===== config.mk =====
export PLATFORM = sky130hd
export DESIGN_NAME = csr_sched_flat
export DESIGN_NICKNAME = d
export VERILOG_FILES = /design/src/rtl/csr_pkg.sv /design/src/rtl/csr_sched_if.sv /design/src/rtl/csr_sched_fifo.sv /design/src/rtl/csr_sched.sv /design/src/flat_wrapper.sv
export SDC_FILE = /design/constraint.sdc
export NUM_CORES = 1
export LEC_CHECK = 0
export ABC_AREA = 1
export CORE_MARGIN = 4
export CORE_UTILIZATION = 55
export DETAILED_ROUTE_END_ITERATION = 10
export PLACE_DENSITY_LB_ADDON = 0.05
export REMOVE_ABC_BUFFERS = 1
export SLEW_MARGIN = 40
export SYNTH_ARGS = -nofsm -noshare
export SYNTH_HDL_FRONTEND = slang
export SYNTH_HIERARCHICAL = 1
export SYNTH_SLANG_ARGS = --single-unit

===== constraint.sdc =====
create_clock -name clk -period 13.25 [get_ports clk]
set_clock_uncertainty 0.2 [all_clocks]
set_input_delay 2.65 -clock clk [delete_from_list [all_inputs] [get_ports clk]]
set_output_delay 2.65 -clock clk [all_outputs]
set_load 0.1 [all_outputs]

===== src/rtl/csr_pkg.sv =====
// ---------------------------------------------------------------------------
// csr_pkg
// Shared definitions for the CSR issue scheduler:
//   - sched_state_t : scheduler FSM states
//   - csr_funct_t   : funct field encodings carried in op[1:0]
//   - csr_entry_t   : one buffered CSR instruction (82 bits)
//   - counter CSR address constants and a small address helper
// ---------------------------------------------------------------------------
package csr_pkg;

  typedef enum logic [2:0] {
    S_IDLE      = 3'd0,
    S_WAIT_HEAD = 3'd1,
    S_ISSUE     = 3'd2,
    S_WAIT_WB   = 3'd3,
    S_DRAIN     = 3'd4
  } sched_state_t;

  typedef enum logic [1:0] {
    FUNCT_RW = 2'b01,
    FUNCT_RS = 2'b10,
    FUNCT_RC = 2'b11
  } csr_funct_t;

  localparam logic [11:0] CSR_MCYCLE    = 12'hB00;
  localparam logic [11:0] CSR_MINSTRET  = 12'hB02;
  localparam logic [11:0] CSR_MCYCLEH   = 12'hB80;
  localparam logic [11:0] CSR_MINSTRETH = 12'hB82;

  typedef struct packed {
    logic [4:0]  op;
    logic [6:0]  robid;
    logic [5:0]  rd;
    logic [31:0] op1;
    logic [31:0] imm;
  } csr_entry_t;

  // True for the machine counter CSRs this core implements.
  function automatic logic is_counter_csr(input logic [11:0] addr);
    return (addr == CSR_MCYCLE)  || (addr == CSR_MINSTRET) ||
           (addr == CSR_MCYCLEH) || (addr == CSR_MINSTRETH);
  endfunction

endpackage


===== src/rtl/csr_sched_if.sv =====
// ---------------------------------------------------------------------------
// csr_sched_if
// Bundles the rename push, ROB control, CSR-unit issue and writeback signals
// of the CSR scheduler.
//   master : the surrounding pipeline (rename, ROB, CSR unit)
//   slave  : the scheduler itself
// ---------------------------------------------------------------------------
interface csr_sched_if;

  // rename -> scheduler
  logic        rename_csr_write;
  logic [4:0]  rename_op;
  logic [6:0]  rename_robid;
  logic [5:0]  rename_rd;
  logic [31:0] rename_op1;
  logic [31:0] rename_imm;
  logic        sched_stall;

  // ROB -> scheduler
  logic        rob_flush;
  logic [6:0]  rob_csr_head;

  // scheduler -> CSR unit
  logic        sched_write;
  logic [4:0]  sched_op;
  logic [6:0]  sched_robid;
  logic [5:0]  sched_rd;
  logic [31:0] sched_op1;
  logic [31:0] sched_imm;

  // CSR unit -> scheduler
  logic        csr_valid;
  logic        sched_busy;

  modport master (
    output rename_csr_write, rename_op, rename_robid, rename_rd,
           rename_op1, rename_imm, rob_flush, rob_csr_head, csr_valid,
    input  sched_stall, sched_write, sched_op, sched_robid, sched_rd,
           sched_op1, sched_imm, sched_busy
  );

  modport slave (
    input  rename_csr_write, rename_op, rename_robid, rename_rd,
           rename_op1, rename_imm, rob_flush, rob_csr_head, csr_valid,
    output sched_stall, sched_write, sched_op, sched_robid, sched_rd,
           sched_op1, sched_imm, sched_busy
  );

endinterface


===== src/rtl/csr_sched_fifo.sv =====
// ---------------------------------------------------------------------------
// csr_sched_fifo
// Synchronous FIFO of csr_entry_t with a synchronous clear.
//   clk, rst : clock, asynchronous active-low reset
//   push/din : write din at the tail (caller guarantees ~full)
//   pop      : drop the head entry (caller guarantees ~empty)
//   clear    : empty the FIFO; overrides push and pop
//   full, empty, count, head : registered occupancy and head entry
// ---------------------------------------------------------------------------
module csr_sched_fifo
  import csr_pkg::*;
#(
  parameter int DEPTH = 2,
  parameter int PTRW  = $clog2(DEPTH)
) (
  input  logic           clk,
  input  logic           rst,
  input  logic           push,
  input  logic           pop,
  input  logic           clear,
  input  csr_entry_t     din,
  output logic           full,
  output logic           empty,
  output logic [PTRW:0]  count,
  output csr_entry_t     head
);

  localparam logic [PTRW-1:0] PTR_ONE  = PTRW'(1);
  localparam logic [PTRW:0]   CNT_ONE  = (PTRW + 1)'(1);
  localparam logic [PTRW:0]   CNT_FULL = (PTRW + 1)'(DEPTH);

  csr_entry_t          mem [DEPTH];
  logic [PTRW-1:0]     wr_ptr;
  logic [PTRW-1:0]     rd_ptr;

  // NOTE: the storage array has no reset; only pointers and count do, and
  // a slot is never read as valid before it has been written.
  always_ff @(posedge clk) begin
    if (push && !clear) mem[wr_ptr] <= din;
  end

  always_ff @(posedge clk or negedge rst) begin
    if (!rst) begin
      wr_ptr <= '0;
      rd_ptr <= '0;
      count  <= '0;
    end else if (clear) begin
      wr_ptr <= '0;
      rd_ptr <= '0;
      count  <= '0;
    end else begin
      // Pointers are exactly PTRW bits, so they wrap modulo DEPTH.
      if (push) wr_ptr <= wr_ptr + PTR_ONE;
      if (pop)  rd_ptr <= rd_ptr + PTR_ONE;
      case ({push, pop})
        2'b10:   count <= count + CNT_ONE;
        2'b01:   count <= count - CNT_ONE;
        default: count <= count;
      endcase
    end
  end

  assign full  = (count == CNT_FULL);
  assign empty = (count == '0);
  assign head  = mem[rd_ptr];

endmodule


===== src/rtl/csr_sched.sv =====
// ---------------------------------------------------------------------------
// csr_sched
// Issue controller between rename and the CSR execution unit. CSR
// instructions are buffered in order and each is issued only when it is the
// oldest instruction in the ROB; one operation is in flight at a time and
// the next issue waits for the CSR unit's writeback. A ROB flush empties the
// buffer; an already-issued operation is drained before new work is taken.
//   clk, rst : clock, asynchronous active-low reset
//   bus      : csr_sched_if.slave (rename push, ROB head/flush, issue,
//              writeback, stall and busy)
// ---------------------------------------------------------------------------
module csr_sched
  import csr_pkg::*;
#(
  parameter int DEPTH = 2,
  parameter int PTRW  = $clog2(DEPTH)
) (
  input  logic        clk,
  input  logic        rst,
  csr_sched_if.slave  bus
);

  localparam logic [PTRW:0] CNT_ONE = (PTRW + 1)'(1);

  sched_state_t   state;
  sched_state_t   state_nxt;

  logic           full;
  logic           empty;
  logic [PTRW:0]  count;
  csr_entry_t     head;
  csr_entry_t     rename_entry;
  csr_entry_t     issued_q;

  logic           push;
  logic           pop;
  logic           head_match;
  logic           entry_remains;
  logic           write;
  logic           stall;
  logic           busy;

  assign rename_entry = '{op:    bus.rename_op,
                          robid: bus.rename_robid,
                          rd:    bus.rename_rd,
                          op1:   bus.rename_op1,
                          imm:   bus.rename_imm};

  // Flush outranks both FIFO operations in the same cycle.
  assign push = bus.rename_csr_write && !stall && !bus.rob_flush;
  assign pop  = (state == S_WAIT_WB) && bus.csr_valid && !bus.rob_flush;

  // Exact robid equality against the registered FIFO head.
  assign head_match = (head.robid == bus.rob_csr_head);

  // On a pop, something is left if more than one entry was held or a new
  // one arrives in the same cycle.
  assign entry_remains = (count != CNT_ONE) || push;

  csr_sched_fifo #(.DEPTH(DEPTH), .PTRW(PTRW)) u_fifo (
    .clk   (clk),
    .rst   (rst),
    .push  (push),
    .pop   (pop),
    .clear (bus.rob_flush),
    .din   (rename_entry),
    .full  (full),
    .empty (empty),
    .count (count),
    .head  (head)
  );

  // NOTE: sequential state uses non-blocking assignments so every register
  // samples the pre-edge value of every other register.
  always_ff @(posedge clk or negedge rst) begin
    if (!rst) state <= S_IDLE;
    else      state <= state_nxt;
  end

  // NOTE: every always_comb output gets a default first so no path leaves
  // it unassigned and no latch is inferred.
  always_comb begin
    state_nxt = state;
    case (state)
      S_IDLE: begin
        if (!bus.rob_flush && !empty) state_nxt = S_WAIT_HEAD;
      end
      S_WAIT_HEAD: begin
        if (bus.rob_flush)   state_nxt = S_IDLE;
        else if (head_match) state_nxt = S_ISSUE;
      end
      S_ISSUE: begin
        // The CSR unit samples the pulse regardless, so a flush here must
        // still wait for its writeback.
        state_nxt = bus.rob_flush ? S_DRAIN : S_WAIT_WB;
      end
      S_WAIT_WB: begin
        if (bus.rob_flush)      state_nxt = bus.csr_valid ? S_IDLE : S_DRAIN;
        else if (bus.csr_valid) state_nxt = entry_remains ? S_WAIT_HEAD : S_IDLE;
      end
      S_DRAIN: begin
        if (bus.csr_valid) state_nxt = S_IDLE;
      end
      default: state_nxt = S_IDLE;
    endcase
  end

  always_comb begin
    write = 1'b0;
    busy  = 1'b1;
    stall = full;
    case (state)
      S_IDLE:  busy  = 1'b0;
      S_ISSUE: write = 1'b1;
      S_DRAIN: stall = 1'b1;
      default: ;
    endcase
  end

  // Payload is captured on entry to ISSUE and held until the next issue.
  always_ff @(posedge clk or negedge rst) begin
    if (!rst) begin
      issued_q <= '0;
    end else if ((state == S_WAIT_HEAD) && (state_nxt == S_ISSUE)) begin
      issued_q <= head;
    end
  end

  assign bus.sched_write = write;
  assign bus.sched_stall = stall;
  assign bus.sched_busy  = busy;
  assign bus.sched_op    = issued_q.op;
  assign bus.sched_robid = issued_q.robid;
  assign bus.sched_rd    = issued_q.rd;
  assign bus.sched_op1   = issued_q.op1;
  assign bus.sched_imm   = issued_q.imm;

endmodule


===== src/flat_wrapper.sv =====
// flat-port wrapper written by rule: the top's interface ports become plain ports
module csr_sched_flat import csr_pkg::*;
#(
  parameter int DEPTH = 2,
  parameter int PTRW  = $clog2(DEPTH)
)
  (clk, rst, bus_rename_csr_write, bus_rename_op, bus_rename_robid, bus_rename_rd, bus_rename_op1, bus_rename_imm, bus_rob_flush, bus_rob_csr_head, bus_csr_valid, bus_sched_stall, bus_sched_write, bus_sched_op, bus_sched_robid, bus_sched_rd, bus_sched_op1, bus_sched_imm, bus_sched_busy);
  csr_sched_if bus_i ();
  input  logic clk;
  input  logic rst;
  input wire logic [$bits(bus_i.rename_csr_write)-1:0] bus_rename_csr_write;
  input wire logic [$bits(bus_i.rename_op)-1:0] bus_rename_op;
  input wire logic [$bits(bus_i.rename_robid)-1:0] bus_rename_robid;
  input wire logic [$bits(bus_i.rename_rd)-1:0] bus_rename_rd;
  input wire logic [$bits(bus_i.rename_op1)-1:0] bus_rename_op1;
  input wire logic [$bits(bus_i.rename_imm)-1:0] bus_rename_imm;
  input wire logic [$bits(bus_i.rob_flush)-1:0] bus_rob_flush;
  input wire logic [$bits(bus_i.rob_csr_head)-1:0] bus_rob_csr_head;
  input wire logic [$bits(bus_i.csr_valid)-1:0] bus_csr_valid;
  output wire logic [$bits(bus_i.sched_stall)-1:0] bus_sched_stall;
  output wire logic [$bits(bus_i.sched_write)-1:0] bus_sched_write;
  output wire logic [$bits(bus_i.sched_op)-1:0] bus_sched_op;
  output wire logic [$bits(bus_i.sched_robid)-1:0] bus_sched_robid;
  output wire logic [$bits(bus_i.sched_rd)-1:0] bus_sched_rd;
  output wire logic [$bits(bus_i.sched_op1)-1:0] bus_sched_op1;
  output wire logic [$bits(bus_i.sched_imm)-1:0] bus_sched_imm;
  output wire logic [$bits(bus_i.sched_busy)-1:0] bus_sched_busy;
  assign bus_i.rename_csr_write = bus_rename_csr_write;
  assign bus_i.rename_op = bus_rename_op;
  assign bus_i.rename_robid = bus_rename_robid;
  assign bus_i.rename_rd = bus_rename_rd;
  assign bus_i.rename_op1 = bus_rename_op1;
  assign bus_i.rename_imm = bus_rename_imm;
  assign bus_i.rob_flush = bus_rob_flush;
  assign bus_i.rob_csr_head = bus_rob_csr_head;
  assign bus_i.csr_valid = bus_csr_valid;
  assign bus_sched_stall = bus_i.sched_stall;
  assign bus_sched_write = bus_i.sched_write;
  assign bus_sched_op = bus_i.sched_op;
  assign bus_sched_robid = bus_i.sched_robid;
  assign bus_sched_rd = bus_i.sched_rd;
  assign bus_sched_op1 = bus_i.sched_op1;
  assign bus_sched_imm = bus_i.sched_imm;
  assign bus_sched_busy = bus_i.sched_busy;
  csr_sched #(.DEPTH(DEPTH), .PTRW(PTRW)) u_core (.clk(clk), .rst(rst), .bus(bus_i));
endmodule

==> summary.md <==
| Metric | Value |
|---|---|
| DRC | 0 |
| Starting density of the core | 56.8% |
| Vias per cell | 5.44 |
| Nets | 994 |
| RSZ-0062 raised after global routing | false |
| CTS Sinks | 253 |
| Io pins | 179 |
| Slowest-stage cell, CP | buf_6 |
| Postcts setup bufs | 0 |
| F_max | 0.182 GHz |
| Pre-CTS setup slack | 7280 ps |
| Synth top area cells | edfxtp_1, dfrtp_1, nand2_1 |
| Worst-path cell chain | clkdlybuf4s50_1 -> clkinv_2 -> buf_6 -> nand4_1 -> inv_1 -> nand2_1 -> nor2_4 -> buf_6 |
| Max Slew Vio Count | 0 |
| Vias | 6255 |
| Crit path largest cell delay | 610 ps |
| Post-synthesis sequential area ratio | 69.2% |
| CTS buffer count | 26 |
| Net Sw Power | 0.537 mW |
| Biggest area consumer among synthesized cells | edfxtp_1 |
| Clock latency on the worst-skew pair | 510 ps |
| Initial drt markers | 321 |
| Cell Pwr Density | 156 mW/mm^2 |
| Largest net degree at the start of global routing | 85 |
| Antenna viol nets, final | 0 |
| Placer Congestion | 0.844 |
| CP Buf/Inv Count | 5 |
| TritonCTS clock tree | done |
| Max Cap Viol | 0 |
| Mapped Cells | 729 |
| H-tree Lvls | 1 |
| Most used DFF post-synth | edfxtp_1 |
| Final hold viol count | 0 |
| Hold WS | 271 ps |
| Hpwl dp | 12900 um |
| Grt ovf | 0 |
| Worst EP arrival | 5430 ps |
| CP dominant cell by count | buf_6 |
| Total die area | 0.0210 sq mm |
| Critical path endpoint category | flip-flop |
| Sw Share | 27.4% |
| Mapped cell area | 0.0103 sq mm |
| Synthesis-to-finish area growth | 21.5% |
| Crit share post-route | 41.5% |
| Pre-antenna DRT Iters | 4 |
| FF+latch count, synth | 253 |
| Width of the die | 145 um |
| Sequential Power Share | 45.8% |
| Final Core Density | 68.9% |
| Top delay family on crit path | buffers and inverters |
| Reg clk slew, reported paths | 60 ps |
| Antenna violations before repair | 1 |
| WL final | 21900 um |
| Core box area | 0.0182 sq mm |
| Layout cells sized above 1 | 24.1% |
| Placed Area | 0.0116 sq mm |
| Status | finished, final reports clean |
| Die Ht | 145 um |
| Fin crit period | 5490 ps |
| Post-synth top area share | 47.6% |
| Root Buffer | clkbuf_16 |
| Final WS setup | 7760 ps |
| WL per Instance | 19.0 um |
| Post-cts sizing count | 0 |
| Number of synthesized flops with an enable pin | 164 |
| WP data required | 13190 ps |
| Post-route cell area | 0.0126 sq mm |
| Number of global-route vias before repair | 6558 |
| # hold bufs at CTS | 0 |
| Final setup fails | 0 |
| Setup CP Type | in -> reg |
| Final setup TNS | 0 ps |
| Clock share of power | 39.1% |
| Total power | 1.96 mW |
| Buffers on Ports | 178 |
| Async SR Flop Fraction | 35.2% |
| Comb power frac | 15.1% |
| CP max FO | 84 |
| Filler Cell Count | 1308 |
| First-pass GRT wire length | 34600 um |
| GRT Util Overall | 20.2% |
| Slew of the pin with the lowest slew margin | 818 ps |
| Row Count | 49 |
| Crit start category | primary input |
| Synth cell count leaders | nand2_1, edfxtp_1, dfrtp_1, nand4_1, mux2_4 |
| CTS Buffer Depth | 3 |
| Maximum VDD drop | 0.000117 V |
| Syn. warnings | 6 |
| Cell leakage power | 5.48 nW |
| Slew margin rel. | 45.4% |
| Mapped Avg Cell Area | 14.2 sq um |
| Synth cell types | 26 |
| Post-Place Cells | 1101 |
| Pint | 1.43 mW |
| Hold WC Path Type | reg -> reg |
| Most common cell in the synthesized netlist | nand2_1 |
| Final Non-Filler Cells | 1150 |
==> cell usage in the layout (no fill, tap or decap), types with 8 or more instances in the layout <==
master           count
buf_2               85
mux2_1               8
clkbuf_16           27
dfrtp_1             88
nand4_1             85
nor2_1              11
clkdlybuf4s50_1     92
nand2_1            201
mux2_4              50
mux2_2              24
clkbuf_8             9
edfxtp_1           164
inv_1               27
==> worst reg2reg max path: stages (launching register included) <==
cell      delay, ps
dfrtp_4         860
buf_4           790
mux2_2          480
xnor2_1         170
nand3_2         170
o21bai_4        410
buf_8           250
buf_4           520
nand4_1         200
nand2_1         110
==> kinds of logic (layout without fill, tap and decap cells) <==
family          after synthesis  in the layout  synth area share [%]
simple gates                313            313                  13.9
flops                       253            253                  69.2
mux                          82             82                  10.7
buf+inv                      72            263                  5.64
compound gates                8              8                 0.448
xor+xnor                      1              1                0.0848
other cells                   0              1                     0
==> power by group through the flow <==
stage               registers (mW)  logic [mW]  clock network (mW)
floorplan                     1.05      0.0759                   0
global placement             0.914       0.310                   0
detailed placement           0.915       0.298                   0
CTS                          0.900       0.298               0.780
global route                 0.903       0.312               0.815
finish                       0.899       0.297               0.767
==> routing by layer <==
metal  track usage (%)  share of wire, %  up-vias
met5                 0                 0        -
met4              5.22               1.7        0
met3              3.62               5.9       26
met2              35.2                50      197
met1              26.6                43     3101
li1                  -                 -     2931
==> sequential cells by signal, summed over array words and instances (netlist names) <==
signal / flops
u_core/u_fifo/rd_ptr: 1
u_core/bus.sched_op: 5
u_core/bus.sched_op1: 32
u_core/state: 3
u_core/bus.sched_imm: 32
u_core/u_fifo/count: 2
u_core/bus.sched_rd: 6
u_core/u_fifo/mem: 164
u_core/u_fifo/wr_ptr: 1
u_core/bus.sched_robid: 7
==> area by class of cell <==
type | instances | area [sq um] | area share (%)
multi-input cells | 404 | 2630 | 20.9
flip-flops and latches | 253 | 7160 | 57.0
well taps | 229 | 287 | 2.28
repair buffers | 187 | 1450 | 11.5
clock inverters | 8 | 113 | 0.897
inverters | 28 | 106 | 0.847
clock buffers | 40 | 815 | 6.49
diodes | 1 | 2.50 | 0.0199
==> final timing paths <==
| path | start | end | slack (ps) | cells past startpoint |
|---|---|---|---|---|
| min in group asynchronous | rst | u_core/bus.sched_op1[30]$_DFFE_PN0P_ | 1930 | 1 |
| hold reg to reg | u_core/bus.sched_imm[6]$_DFFE_PN0P_ | u_core/bus.sched_imm[6]$_DFFE_PN0P_ | 270 | 2 |
| hold / removal | u_core/bus.sched_imm[6]$_DFFE_PN0P_ | u_core/bus.sched_imm[6]$_DFFE_PN0P_ | 270 | 2 |
| max in group asynchronous | rst | u_core/u_fifo/rd_ptr$_DFFE_PN0P_ | 9770 | 2 |
| setup reg to reg | u_core/u_fifo/rd_ptr$_DFFE_PN0P_ | u_core/bus.sched_imm[23]$_DFFE_PN0P_ | 9040 | 9 |
| setup / recovery | bus_rob_flush | u_core/u_fifo/mem[0][38]$_DFFE_PP_ | 7760 | 8 |
(Power assumes the default switching activity.)
==> edit, RTL diff (config.mk and constraints unchanged) <==
`DEPTH` is set to 2 in 3 places; all go to 4.
--- a/src/rtl/csr_sched_fifo.sv
+++ b/src/rtl/csr_sched_fifo.sv
@@ -12,3 +12,3 @@
 #(
-  parameter int DEPTH = 2,
+  parameter int DEPTH = 4,
   parameter int PTRW  = $clog2(DEPTH)
--- a/src/rtl/csr_sched.sv
+++ b/src/rtl/csr_sched.sv
@@ -14,3 +14,3 @@
 #(
-  parameter int DEPTH = 2,
+  parameter int DEPTH = 4,
   parameter int PTRW  = $clog2(DEPTH)
--- a/src/flat_wrapper.sv
+++ b/src/flat_wrapper.sv
@@ -3,3 +3,3 @@
 #(
-  parameter int DEPTH = 2,
+  parameter int DEPTH = 4,
   parameter int PTRW  = $clog2(DEPTH)
Check against the original RTL: not equivalent (Yosys sat finds a counterexample within 4 cycles, from zero or initial values and one cycle with rst low).
==> edit against the unedited design <==
Final area is 54% higher. Routed wire length is 70% higher. Worst hold slack worse by 0.0092 ns. Sequential power is 61% higher. Power is 40% higher. Synthesized area is 58% higher. Maximum frequency is 1.6% higher. Sequential cell count is 167 higher. Synthesized cell count is 76% higher. Worst setup slack better by 0.088 ns. Global-route usage is 2.2 points higher. Critical path depth stayed put. Critical endpoint is now u_core/u_fifo/mem[0][79]. Largest cell class unchanged. Largest power group unchanged.
==> edit: results <==
metrics = {
    "cells_and_area": {
        "clock_area_share_pct": 6.93,
        "nNonClkInverters": 30,
        "multi_input_area_mm2": 0.00359,
        "drive_gt1_share_pct": 12.0,
        "final.fill_count": 2148,
        "largest_reg_flops": 328,
        "seq_share_pct": 63.1,
        "num_antenna_cells": 4,
        "n_sequential_cell": 420,
    },
    "critical_path": {
        "reg2reg_slack_ns": 8.84,
        "r2r_cells": 13,
        "endpoint": "u_core/u_fifo/mem[0][79]",
        "worst-path-max-fanout": 56,
    },
    "synthesis": {
        "synth_cell_types": 32,
        "ys_seq_area_share_pct": 74.4,
        "synth_edf_count": 328,
        "synth-compound-area-share_pct": 8.61,
        "synth_area_mm2": 0.0163,
        "synthXorXnorAreaFrac_pct": 0.215,
        "synthAdderAreaFrac_pct": 0.429,
        "synth_top_cells_by_count": "edfxtp_1 (328), nand2_1 (199), nor2_1 (179), o21ai_0 (97), dfrtp_1 (92)",
        "synth_mux_area_share_pct": 0,
        "ys_top_cells_by_area": "edfxtp_1 (60%), dfrtp_1 (14%), nand2_1 (4.6%)",
    },
    "run_status": {
        "status": "finished clean",
    },
    "power_and_ir_drop": {
        "peakVddDrop_mv": 0.112,
        "p_leak_uw": 0.00753,
    },
    "placement": {
        "gp_congestion": 0.759,
        "dpl_cell_area_mm2": 0.0179,
    },
    "clocking": {
        "cts_htree_levels": 2,
    },
    "sta": {
        "hold_ws_ns": 0.262,
    },
    "drt": {
        "drt-initial-drc-count": 819,
        "via_per_inst": 5.68,
    },
    "global_route": {
        "grt_max_degree": 101,
        "grt_pass1_wl_um": 58600,
        "grt_use_total_pct": 22.5,
    },
    "min_path": {
        "min_from": "u_core/bus.sched_op1[23]",
    },
}
edit: cell types whose count changed after synthesis, sizes merged, moves of 4 or more:
cell    change
o21ai     +163
edfxtp    +164
buf        +14
clkbuf     +31
o22ai      +82
mux2       -82
ha          +4
nor2      +165
edit: layer usage:
layer  wire, um  track usage (%)  vias up
li1           -                -     4975
met1      16100             31.5     5158
met2      17900             37.0      336
met3       2380             3.94       56
met4        701             6.08        4
met5         32                0        -
edit: report_power, final:
group          switching [uW]  total [uW]  internal, uW
registers                7.76        1450          1440
clock network             467        1140           672
logic                     113         156          42.7
edit: critical path, stage by stage:
cell	delay, ns
clkdlybuf4s50_1	0.58
nor2_1	0.18
nand3_1	0.13
inv_1	0.17
nand2_1	0.28
nor2_4	0.55
buf_16	0.23
buf_6	0.53
